### config.mk
export PLATFORM = sky130hd
export DESIGN_NAME = mdl_disp_mux_n
export DESIGN_NICKNAME = d
export VERILOG_FILES = /design/src/rtl/disp_pkg.sv /design/src/rtl/mdl_disp_scan.sv /design/src/rtl/mdl_disp_mux_n.sv
export SDC_FILE = /design/constraint.sdc
export NUM_CORES = 1
export LEC_CHECK = 0
export BUFFER_PORTS_ARGS = -buffer_cell sky130_fd_sc_hd__buf_2
export CORE_UTILIZATION = 49
export DETAILED_ROUTE_END_ITERATION = 16
export GPL_ROUTABILITY_DRIVEN = 0
export GPL_TIMING_DRIVEN = 0
export PLACE_DENSITY = 0.75
export SETUP_SLACK_MARGIN = 0.2
export SYNTH_ARGS = -nofsm -noshare
export SYNTH_HDL_FRONTEND = slang
export SYNTH_HIERARCHICAL = 1
export SYNTH_SLANG_ARGS = --single-unit
### constraint.sdc
create_clock -name clk -period 1.8 [get_ports clk]
set_input_delay 0.18 -clock clk [delete_from_list [all_inputs] [get_ports clk]]
set_output_delay 0.18 -clock clk [all_outputs]
set_load 0.02 [all_outputs]
### src/rtl/disp_pkg.sv
// Shared constants for the multiplexed seven-segment display family.
// Latency: none (constants and an elaboration-time helper only).
// Backpressure: not applicable.
package disp_pkg;

    localparam logic [7:0] SEG_OFF     = 8'hFF;
    localparam int         MAX_DIGITS  = 8;
    localparam logic [3:0] BRIGHT_FULL = 4'hF;

    // Width of the digit index; a single-digit display still needs one bit.
    function automatic int idx_width(input int digits);
        int d;
        d = (digits > MAX_DIGITS) ? MAX_DIGITS : digits;
        return (d > 1) ? $clog2(d) : 1;
    endfunction

endpackage

### src/rtl/mdl_disp_scan.sv
// Slot counter and digit index generator for the display multiplexer.
// Latency: frame_start is combinational from the registered cnt/idx state.
// Backpressure: none, free-running from reset release.
module mdl_disp_scan
    import disp_pkg::*;
#(
    parameter int DIGITS = 4,
    parameter int DIV_W  = 16,
    localparam int IDX_W = idx_width(DIGITS)
) (
    input  logic             clk,
    input  logic             reset_n,
    output logic [DIV_W-1:0] cnt,
    output logic [IDX_W-1:0] idx,
    output logic             frame_start
);

    always_ff @(posedge clk or negedge reset_n) begin
        if (!reset_n) begin
            cnt <= '0;
            idx <= '0;
        end else begin
            cnt <= cnt + 1'b1;
            // Explicit wrap keeps non-power-of-two digit counts exact.
            if (&cnt) begin
                idx <= (idx == IDX_W'(DIGITS - 1)) ? '0 : idx + 1'b1;
            end
        end
    end

    assign frame_start = (cnt == '0) && (idx == '0);

endmodule

### src/rtl/mdl_disp_mux_n.sv
// N-digit display multiplexer with frame snapshot, anti-ghost dead time and optional PWM (DISP_MUX_PWM_EN).
// Latency: an/sseg/frame_tick registered one clock after the scan state.
// Backpressure: none; din/blank sampled once per frame, bright used live.
module mdl_disp_mux_n
    import disp_pkg::*;
#(
    parameter int DIGITS = 4,
    parameter int DIV_W  = 16,
    parameter int DEAD   = 4
) (
    input  logic                  clk,
    input  logic                  reset_n,
    input  logic [8*DIGITS-1:0]   din,
    input  logic [DIGITS-1:0]     blank,
    input  logic [3:0]            bright,
    output logic [DIGITS-1:0]     an,
    output logic [7:0]            sseg,
    output logic                  frame_tick
);

    localparam int IDX_W = idx_width(DIGITS);

    logic [DIV_W-1:0]    cnt;
    logic [IDX_W-1:0]    idx;
    logic                frame_start;
    logic [8*DIGITS-1:0] snap_din;
    logic [DIGITS-1:0]   snap_blank;
    logic                pwm_on;
    logic                past_dead;
    logic                digit_on;
    logic [DIGITS-1:0]   an_nxt;
    logic [7:0]          seg_nxt;

    mdl_disp_scan #(
        .DIGITS (DIGITS),
        .DIV_W  (DIV_W)
    ) u_scan (
        .clk         (clk),
        .reset_n     (reset_n),
        .cnt         (cnt),
        .idx         (idx),
        .frame_start (frame_start)
    );

`ifdef DISP_MUX_PWM_EN
    assign pwm_on = (bright == BRIGHT_FULL) || (cnt[DIV_W-1 -: 4] < bright);
`else
    logic unused_bright;
    assign unused_bright = ^bright;
    assign pwm_on        = 1'b1;
`endif

    assign past_dead = (cnt >= DIV_W'(DEAD));

    // Anode bits are decoded per digit against idx, so at most one can go low.
    always_comb begin
        digit_on = 1'b0;
        an_nxt   = '1;
        seg_nxt  = SEG_OFF;
        for (int k = 0; k < DIGITS; k++) begin
            if (idx == IDX_W'(k)) begin
                digit_on  = past_dead && !snap_blank[k] && pwm_on;
                an_nxt[k] = !digit_on;
                seg_nxt   = digit_on ? snap_din[8*k +: 8] : SEG_OFF;
            end
        end
    end

    always_ff @(posedge clk or negedge reset_n) begin
        if (!reset_n) begin
            snap_din   <= {DIGITS{SEG_OFF}};
            snap_blank <= '1;
            an         <= '1;
            sseg       <= SEG_OFF;
            frame_tick <= 1'b0;
        end else begin
            if (frame_start) begin
                snap_din   <= din;
                snap_blank <= blank;
            end
            an         <= an_nxt;
            sseg       <= seg_nxt;
            frame_tick <= frame_start;
        end
    end

endmodule

==> metrics, run 1 <==
total CTS buffers=9; leading area contributor after synthesis=dfstp_2; Cell Pwr Density=779 mW/mm2; first-pass GRT wire length=10.2 mm; die area=0.00632 mm2; area share of the largest cell type after synthesis=0.429; worst path required time=2080 ps; Setup-failing EPs final=19; cell area after placement=0.00344 mm2; Clock transition at path regs=70 ps; Post-DRT Antenna Nets=0; clock network fraction of total power=0.398; Vias/cell=5.51; ys flop type=dfstp_2; final WL=6.45 mm; Clock Latency Late Sink=350 ps; row cnt=27; Overflow after GRT=0; crit start category=flip-flop; CTS H-Tree Depth=3; Synthesis Warnings=6; Initial Util=0.521; Synthesized Nets=260; Worst Path Arrival=2110 ps; P_sw=682 uW; sequential share of the synthesized area=0.590; CP Max Fanout=6; router iterations before antenna repair=4; die width=79.5 um; worst slew pin tran=801 ps; crit path to=snap_din[11]; CTS sink count=67; worst stage delay on the critical path=440 ps; I/O pin cnt=55; Post-DP HPWL=4.03 mm; Internal Pwr Total=2340 uW; die height=79.5 um; post-synthesis cell area=0.00294 mm2; via count=2016; worst reg-to-reg setup slack=-30 ps; failing checks=setup timing; PnR worst setup slack=-29.2 ps; Area Overhead vs Synth=31.8%; maximum VDD drop=0.506 mV; WL/cell=17.6 um; Fmax achieved=0.547 GHz; post-route cell area=0.00388 mm2; Slew HR=0.466; nets@finish=335; pre-CTS setup slack=-92.2 ps; initial antenna violation count=0; number of distinct library cells after synthesis=35; Min-Delay Path Class=primary input to flip-flop; Final Cycle Share=1.02; Pleak=0.00169 uW; Net Sw Frac=0.226; crit end category=flip-flop; number of flops mapped to enable cells by yosys=0; Post-Route Skew=10.9 ps; CTS max path bufs=2; RR Endpoint=snap_din[11]; CTS Root Cell=clkbuf_8; fraction of registers with async set/reset=1.00; Setup Total Neg Slack=-247 ps; most common cell after layout, fill and taps aside=buf_2; Final Hold Vio Count=0; Period minus WS final=1830 ps; CTS tree=done; port bufs=50; Critical R2R Launch=u_scan/cnt[13]; RSZ-0062 raised after global routing=yes; syn avg cell area=13.7 um2; total track usage=0.222; synthesized flop and latch total=67; number of global-route vias before repair=2056; crit path launch=u_scan/cnt[13]; share of layout cells above drive strength 1=0.653; fin. max-slew vios=0; DRC Markers=0; Reg2Reg Depth=6; core area=0.00564 mm2; crit path max-delay cell type=dfrtp_1; diode count=0; Synth Instances=214; commonest cells after routing, fill and taps aside=buf_2 (51), dfstp_2 (48), mux2_4 (33); Max Cap Violations=0; CP cell instances=nor4_1 > and4_4 > buf_6 > buf_12 > clkbuf_16 > mux2_4; Gate power share=0.063; critical path class=flip-flop to flip-flop; drt initial violations=80; pin count of the biggest net entering global routing=68; synth top area cells=dfstp_2 (43%), dfrtp_1 (16%), mux2_2 (14%); Flop pwr share=0.539; outcome=complete, but fails checks
[per-layer routing]
layer / track usage / share of wire / vias to the layer above
met1: 0.266 / 0.43 / 1021
met3: 0.0743 / 0.048 / 15
met5: 0 / 0 / -
met2: 0.356 / 0.50 / 52
li1: - / - / 928
met4: 0.111 / 0.027 / 0
[worst min-delay path by stage]
stage | startpoint | endpoint | cells after the start
global placement | din[18] | snap_din[18] | 2
detailed placement | reset_n | u_scan/cnt[4] | 1
floorplan | reset_n | frame_tick | 0
global route | din[18] | snap_din[18] | 2
finish | din[18] | snap_din[18] | 2
CTS | din[18] | snap_din[18] | 2
[kinds of logic (layout without fill, tap and decap cells)]
family          after synthesis  after routing  share of synthesized area
flops                        67             67                      0.590
simple gates                 55             55                      0.120
mux                          38             38                      0.148
compound gates               22             22                     0.0574
xor+xnor                     14             14                     0.0417
buf+inv                      14             94                     0.0255
fa+ha+maj                     4              4                     0.0170
[flip-flops by register name, summed over array words and instances, names as in the netlist]
| name | cells |
|---|---|
| snap_blank | 4 |
| frame_tick | 1 |
| an | 4 |
| sseg | 8 |
| snap_din | 32 |
| u_scan/idx | 2 |
| u_scan/cnt | 16 |
[Yosys cell counts (all sizes together), types with 6 or more instances]
master	n
nor4	6
nand2	7
o22ai	7
mux2	38
dfstp	48
nand3	6
o21ai	7
o32ai	7
xor2	7
nor2	6
buf	8
nand2b	10
dfrtp	19
xnor2	7
[power groups by stage]
stage               Combinational [uW]  Sequential [uW]  Clock [uW]
global placement                   184             1650           0
global route                       208             1630        1280
finish                             190             1630        1200
floorplan                         84.2             1660           0
detailed placement                 189             1650           0
CTS                                192             1630        1220
[timing repair]
item / in CTS / in global routing
hold buffers: 1 / 0
pin swaps: 3 / 2
hold endpoints to repair: 19 / 0
gates resized for setup: 12 / 4
gates cloned: 1 / 1
buffers inserted: 9 / 2
setup endpoints to repair: 38 / 41
[per-stage QoR]
stage | hold WS (ps) | std cells | util | total power [uW]
after floorplan | -116 | 214 | - | 1740
after global placement | 410 | 336 | 0.609 | 1830
after global routing | 41.7 | 366 | 0.687 | 3120
after detailed placement | 323 | 336 | 0.610 | 1840
final | 56.6 | 366 | 0.687 | 3020
after CTS | 51.3 | 363 | 0.674 | 3030
[final cells by class]
cell class                 count  area, um2
multi-input combinational    133       1300
fill                         384       1770
tap                           72       90.1
inverter                       4       15.0
clock buffer                  11        131
clock inverter                 5       55.1
sequential                    67       1740
timing repair buffer          64        435
buffer                        10        111
[critical path, delay by kind of cell (launching register included)]
family        cells  cell delay (ps)
simple gates      2              620
flops             1              440
buf+inv           3              410
mux               1              290
(Power assumes the default switching activity.)
==> inputs of run 2 (changes only) <==
--- a/config.mk
+++ b/config.mk
@@ -6,11 +6,13 @@
 export NUM_CORES = 1
 export LEC_CHECK = 0
 export BUFFER_PORTS_ARGS = -buffer_cell sky130_fd_sc_hd__buf_2
-export CORE_UTILIZATION = 49
+export CORE_MARGIN = 8
+export CORE_UTILIZATION = 52
+export CTS_BUF_LIST = sky130_fd_sc_hd__clkbuf_8
 export DETAILED_ROUTE_END_ITERATION = 16
 export GPL_ROUTABILITY_DRIVEN = 0
 export GPL_TIMING_DRIVEN = 0
-export PLACE_DENSITY = 0.75
+export PLACE_DENSITY = 0.78
 export SETUP_SLACK_MARGIN = 0.2
 export SYNTH_ARGS = -nofsm -noshare
 export SYNTH_HDL_FRONTEND = slang
==> run 2 against run 1 <==
Against the previous run:
- the flow now finishes without violations
- sequential share of layout area is 1.6 points lower
- largest power group unchanged
- flip-flop and latch count stayed put
- register-to-register slack better by 60 ps
- via count is 0.74% lower
- die area is 32% higher
- highest routed layer unchanged
- largest cell class unchanged
- utilization is 4.7 points higher
- clock skew hardly changed
- sequential power hardly changed
- first-iteration DRC count is 33% lower
==> metrics, run 2 (synthesis results as in run 1) <==
first-pass GRT wire length=10.4 mm (+2.1%); CTS H-Tree Depth=3 (unchanged); total track usage=0.156 (-0.0665); number of global-route vias before repair=2185 (+6.3%); max reg flops=32 (unchanged); Vias/cell=5.39 (-2.1%); Max Cap Violations=0 (unchanged); Final Cycle Share=0.985 (-0.0315); core area=0.00547 mm2 (-3.0%); critical path class=flip-flop to flip-flop; Slew HR=0.719 (+0.253); Clock Latency Late Sink=340 ps (about the same); CTS sink count=67 (unchanged); Period minus WS final=1770 ps (-56.7 ps); fin util=0.734 (+0.0466); Post-Route Skew=11.1 ps (+0.192 ps); CTS max path bufs=2 (unchanged); die width=91.2 um (+15%); CTS Root Cell=clkbuf_8; fin. max-slew vios=0 (unchanged); pin count of the biggest net entering global routing=27 (-60%); Min-Delay Path Class=primary input to flip-flop; WL/cell=18.0 um (+1.9%); crit end category=flip-flop; port bufs=50 (unchanged); outcome=completed; RSZ-0062 raised after global routing=yes; CTS tree=done; router iterations before antenna repair=4 (unchanged); crit start category=flip-flop; Top reg by flops=snap_din; worst hold slack=64.8 ps (+8.20 ps); Post-DRT Antenna Nets=0 (unchanged); Fmax achieved=0.564 GHz (+3.2%); via count=2001 (-0.74%); pre-CTS setup slack=-92.5 ps (-0.317 ps); Setup Total Neg Slack=0 ps (+247 ps); Largest regs=snap_din: 32 flops, u_scan/cnt: 16 flops, sseg: 8 flops; maximum VDD drop=0.603 mV (+19%); Post-DP HPWL=4.40 mm (+9.2%); final WL=6.66 mm (+3.3%); Overflow after GRT=0 (unchanged); CP Max Fanout=7 (+1); drt initial violations=54 (-33%); Cell Pwr Density=795 mW/mm2 (+2.1%); nets@finish=340 (+1.5%); row cnt=27 (unchanged); I/O pin cnt=55 (unchanged); Final Hold Vio Count=0 (unchanged); DRC Markers=0 (unchanged); Initial Util=0.537 (+0.0161); Area Overhead vs Synth=36.5%; die area=0.00832 mm2 (+32%); Pleak=0.00176 uW (+3.9%); share of layout cells above drive strength 1=0.666 (+0.0125); PnR worst setup slack=27.5 ps (+56.7 ps); most common cell after layout, fill and taps aside=buf_2; die height=91.2 um (+15%); Clock transition at path regs=70 ps (about the same); diode count=0 (unchanged); commonest cells after routing, fill and taps aside=buf_2 (52), dfstp_2 (48), mux2_4 (37); Setup-failing EPs final=0 (-19); worst path required time=2070 ps (about the same); worst slew pin tran=422 ps (-379 ps); initial antenna violation count=0 (unchanged); Worst Path Arrival=2050 ps (-60 ps); total CTS buffers=9 (unchanged)
run 2: worst max-delay path, stage by stage, from the launching register on:
cell and delay, ps:
dfrtp_2 410, inv_2 70, ha_4 130, nor4b_2 180, and4_4 300, buf_12 150, clkbuf_16 160, mux2_4 300
run 2: worst paths after layout:
check	slack (ps)	cells after the start	end	start
max	30	7	snap_din[27]	u_scan/idx[0]
min	60	2	snap_din[0]	din[0]
max reg2reg	30	7	snap_din[27]	u_scan/idx[0]
min reg2reg	530	1	u_scan/cnt[11]	u_scan/cnt[11]
max in group asynchronous	750	4	snap_din[12]	reset_n
min in group asynchronous	300	2	u_scan/cnt[1]	reset_n
run 2: per-layer routing:
layer | global-route usage | vias to the layer above | share of wire
met5 | 0 | - | 0
met4 | 0.0573 | 0 | 0.014
met3 | 0.0683 | 9 | 0.061
met2 | 0.252 | 43 | 0.51
met1 | 0.179 | 1015 | 0.41
li1 | - | 934 | -
run 2: area by class of cell:
class                   instances  area (um2)
clock inverters                 6        80.1
inverters                       4        15.0
fillers                       343        1460
flip-flops and latches         67        1740
clock buffers                  10         138
repair buffers                 69         508
well taps                      72        90.1
multi-input cells             133        1330
plain buffers                  10         120
run 2: timing repair:
| action | 4_1_cts | 5_1_grt |
|---|---|---|
| setup buffers | 9 | 3 |
| pin swaps | 2 | 4 |
| cloned | 0 | 4 |
| resized for setup | 12 | 19 |
| endpoints found under the setup margin | 38 | 39 |
| endpoints found under the hold margin | 9 | 0 |
| hold buffers | 1 | 0 |
run 2: through the flow:
stage | power [uW] | instance area (um2) | cells
detailed placement | 1850 | 3490 | 338
global route | 3300 | 4020 | 371
CTS | 3220 | 3820 | 364
global placement | 1830 | 3440 | 336
finish | 3190 | 4020 | 371
floorplan | 1740 | 3100 | 214
run 2: report_power, final:
| part | internal [uW] | switching (uW) | leakage (uW) |
|---|---|---|---|
| Combinational | 117 | 86.7 | 0.000893 |
| Sequential | 1600 | 29.3 | 0.000753 |
| Clock | 805 | 556 | 0.000111 |
==> inputs of run 3 (changes only) <==
--- a/config.mk
+++ b/config.mk
@@ -5,6 +5,7 @@
 export SDC_FILE = /design/constraint.sdc
 export NUM_CORES = 1
 export LEC_CHECK = 0
+export ABC_AREA = 1
 export BUFFER_PORTS_ARGS = -buffer_cell sky130_fd_sc_hd__buf_2
 export CORE_MARGIN = 8
 export CORE_UTILIZATION = 52
==> run 3 against run 2 <==
Against the previous run:
- cell area increased by 4.7%
- clock power about the same
- die area increased by 6.7%
- worst hold slack got worse by 32 ps
- utilization decreased by 2.4 points
- largest power group unchanged
- highest routed layer unchanged
- setup slack improved by 92 ps
- synthesized area increased by 8.1%
- global-route usage increased by 2.6 points
- sequential share of layout area decreased by 1.9 points
- via count increased by 35%
- count of clock-buffer cells in the layout decreased by 1
- flip-flop and latch count unchanged
==> metrics, run 3 <==
Post-synth top cells=nand2_1 (80), dfstp_2 (48), nand3_1 (41), inv_1 (38), nor2_1 (36); Synthesized Nets=401 (+54%); sequential share of the synthesized area=0.546 (-0.0444); pre-CTS setup slack=-271 ps (-179 ps); ys flop type=dfstp_2; Gate power share=0.057 (-0.007); Final Hold Vio Count=0 (unchanged); first-pass GRT wire length=12.5 mm (+20%); number of global-route vias before repair=2686 (+23%); Cell Pwr Density=754 mW/mm2 (-5.2%); post-route cell area=0.00420 mm2 (+4.7%); Synthesis Warnings=6 (unchanged); Total Power=3170 uW (-0.80%); Net Sw Frac=0.226 (+0.0160); Largest regs=snap_din: 32 flops, u_scan/cnt: 16 flops, sseg: 8 flops; outcome=completed; P_sw=717 uW (+6.7%); Flop pwr share=0.511 (about the same); # placed instances=480 (+42%); Clock Latency Late Sink=340 ps (about the same); crit end category=flip-flop; PnR worst setup slack=119 ps (+91.9 ps); synth top area cells=dfstp_2 (40%), dfrtp_1 (15%), nand2_1 (9.4%); Period minus WS final=1680 ps (-91.9 ps); router iterations before antenna repair=4 (unchanged); total CTS buffers=9 (unchanged); share of layout cells above drive strength 1=0.457 (-0.208); CTS max path bufs=2 (unchanged); Vias/cell=5.21 (-3.4%); core area=0.00592 mm2 (+8.2%); via count=2703 (+35%); worst slew pin tran=835 ps (+413 ps); Finished Layout Cells=519 (+40%); total track usage=0.181 (+0.0257); drt initial violations=146 (+170%); die height=94.2 um (+3.3%); synthesized flop and latch total=67 (unchanged); worst path required time=2070 ps (about the same); Slew HR=0.444 (-0.275); critical path class=flip-flop to flip-flop; WL/cell=15.7 um (-13%); die area=0.00887 mm2 (+6.7%); most common cell after layout, fill and taps aside=nand2_1; commonest cells after routing, fill and taps aside=nand2_1 (74), buf_2 (49), dfstp_2 (48); number of distinct library cells after synthesis=27 (-23%); DRC Markers=0 (unchanged); most frequent cell after synthesis=nand2_1; post-synthesis cell area=0.00318 mm2 (+8.1%); CTS tree=done; RSZ-0062 raised after global routing=yes; max reg flops=32 (unchanged); Setup Total Neg Slack=0 ps (unchanged); leading area contributor after synthesis=dfstp_2; syn avg cell area=8.96 um2 (-35%); Worst Path Arrival=1950 ps (-100 ps); diode count=0 (unchanged); crit start category=flip-flop; nets@finish=485 (+43%); CP Max Fanout=6 (-1); Overflow after GRT=0 (unchanged); Fmax achieved=0.595 GHz (+5.5%); Area Overhead vs Synth=32.1%; pin count of the biggest net entering global routing=68 (+150%); Min-Delay Path Class=primary input to flip-flop; die width=94.2 um (+3.3%); port bufs=50 (unchanged); Pleak=0.00202 uW (+15%); Final Cycle Share=0.934 (-0.0510); number of flops mapped to enable cells by yosys=0 (unchanged); maximum VDD drop=0.417 mV (-31%); final WL=8.14 mm (+22%); clock network fraction of total power=0.432 (+0.006); fin. max-slew vios=0 (unchanged); Internal Pwr Total=2450 uW (-2.8%); Clock transition at path regs=80 ps (about the same); Post-DRT Antenna Nets=0 (unchanged); Max Cap Violations=0 (unchanged); cell area after placement=0.00354 mm2 (+1.6%); Top reg by flops=snap_din; Synth Instances=355 (+66%); Initial Util=0.537 (about the same); CTS Root Cell=clkbuf_8; Setup-failing EPs final=0 (unchanged); Post-DP HPWL=5.13 mm (+17%); Post-Route Skew=8.42 ps (-2.69 ps); CTS sink count=67 (unchanged); CTS H-Tree Depth=3 (unchanged); initial antenna violation count=0 (unchanged); row cnt=28 (+3.7%); I/O pin cnt=55 (unchanged); Fillers=449 (+31%); fraction of registers with async set/reset=1.00 (unchanged); area share of the largest cell type after synthesis=0.397 (-0.0322)
==> run 3: final timing paths <==
path                             endpoint  slack, ps  cells after the start            from
max in group asynchronous  u_scan/cnt[11]        720                      2         reset_n
min in group asynchronous   u_scan/cnt[4]        490                      2         reset_n
hold reg to reg              snap_din[21]        480                      2    snap_din[21]
setup / recovery            snap_blank[1]        120                      8  u_scan/cnt[11]
hold / removal               snap_din[23]         30                      3         din[23]
setup reg to reg            snap_blank[1]        120                      8  u_scan/cnt[11]
==> run 3: logic make-up (layout without fill, tap and decap cells) <==
logic type / count (synthesis) / in the layout / synth area share
AO/OA/AOI/OAI: 30 / 30 / 0.0472
XOR/XNOR: 7 / 7 / 0.0193
buffers and inverters: 51 / 140 / 0.0684
multiplexers: 12 / 12 / 0.0425
adder cells (fa/ha/maj): 4 / 4 / 0.0157
flip-flops: 67 / 67 / 0.546
AND/OR/NAND/NOR: 184 / 184 / 0.261
==> run 3: per-layer routing <==
| metal | global-route usage | up-vias | routed length, um |
|---|---|---|---|
| met3 | 0.0400 | 25 | 505 |
| met1 | 0.213 | 1289 | 3170 |
| li1 | - | 1295 | - |
| met2 | 0.299 | 94 | 4180 |
| met5 | 0 | - | 0 |
| met4 | 0.102 | 0 | 277 |
==> run 3: layout make-up <==
class / count / area (um2) / share of cell area
clock inverter: 7 / 92.6 / 0.0220
sequential: 67 / 1740 / 0.414
buffer: 10 / 158 / 0.0375
multi-input combinational: 237 / 1370 / 0.326
clock buffer: 9 / 124 / 0.0295
timing repair buffer: 73 / 468 / 0.111
inverter: 41 / 155 / 0.0369
tap: 75 / 93.8 / 0.0223
==> run 3: through the flow <==
| stage | utilization | hold WS [ps] |
|---|---|---|
| final | 0.710 | 32.7 |
| after detailed placement | 0.598 | 330 |
| after CTS | 0.691 | 24.3 |
| after global placement | 0.598 | 389 |
| after floorplan | - | -116 |
| after global routing | 0.710 | 28.4 |
==> run 3: critical path, stage by stage, from the launching register on <==
cell and delay, ps:
dfrtp_2 440, inv_1 80, nand2_1 50, nor3_1 160
nand2_1 130, nor2_4 160, buf_8 150, buf_8 130
mux2_4 300
==> run 3: power by group through the flow <==
stage / Clock, uW / Sequential, uW / Combinational, uW
3_5_place_dp: 0 / 1640 / 164
5_1_grt: 1460 / 1620 / 202
6_report: 1370 / 1620 / 182
4_1_cts: 1390 / 1620 / 179
3_3_place_gp: 0 / 1640 / 158
2_1_floorplan: 0 / 1650 / 55.7
==> run 3: repair_timing <==
action                                  in CTS  in global routing
buffers inserted                            14                  4
pin swaps                                    5                  3
endpoints found under the setup margin      36                 38
gates resized for setup                     54                 27
endpoints found under the hold margin       19                  0
gates cloned                                 2                  2
hold buffers                                 1                  0
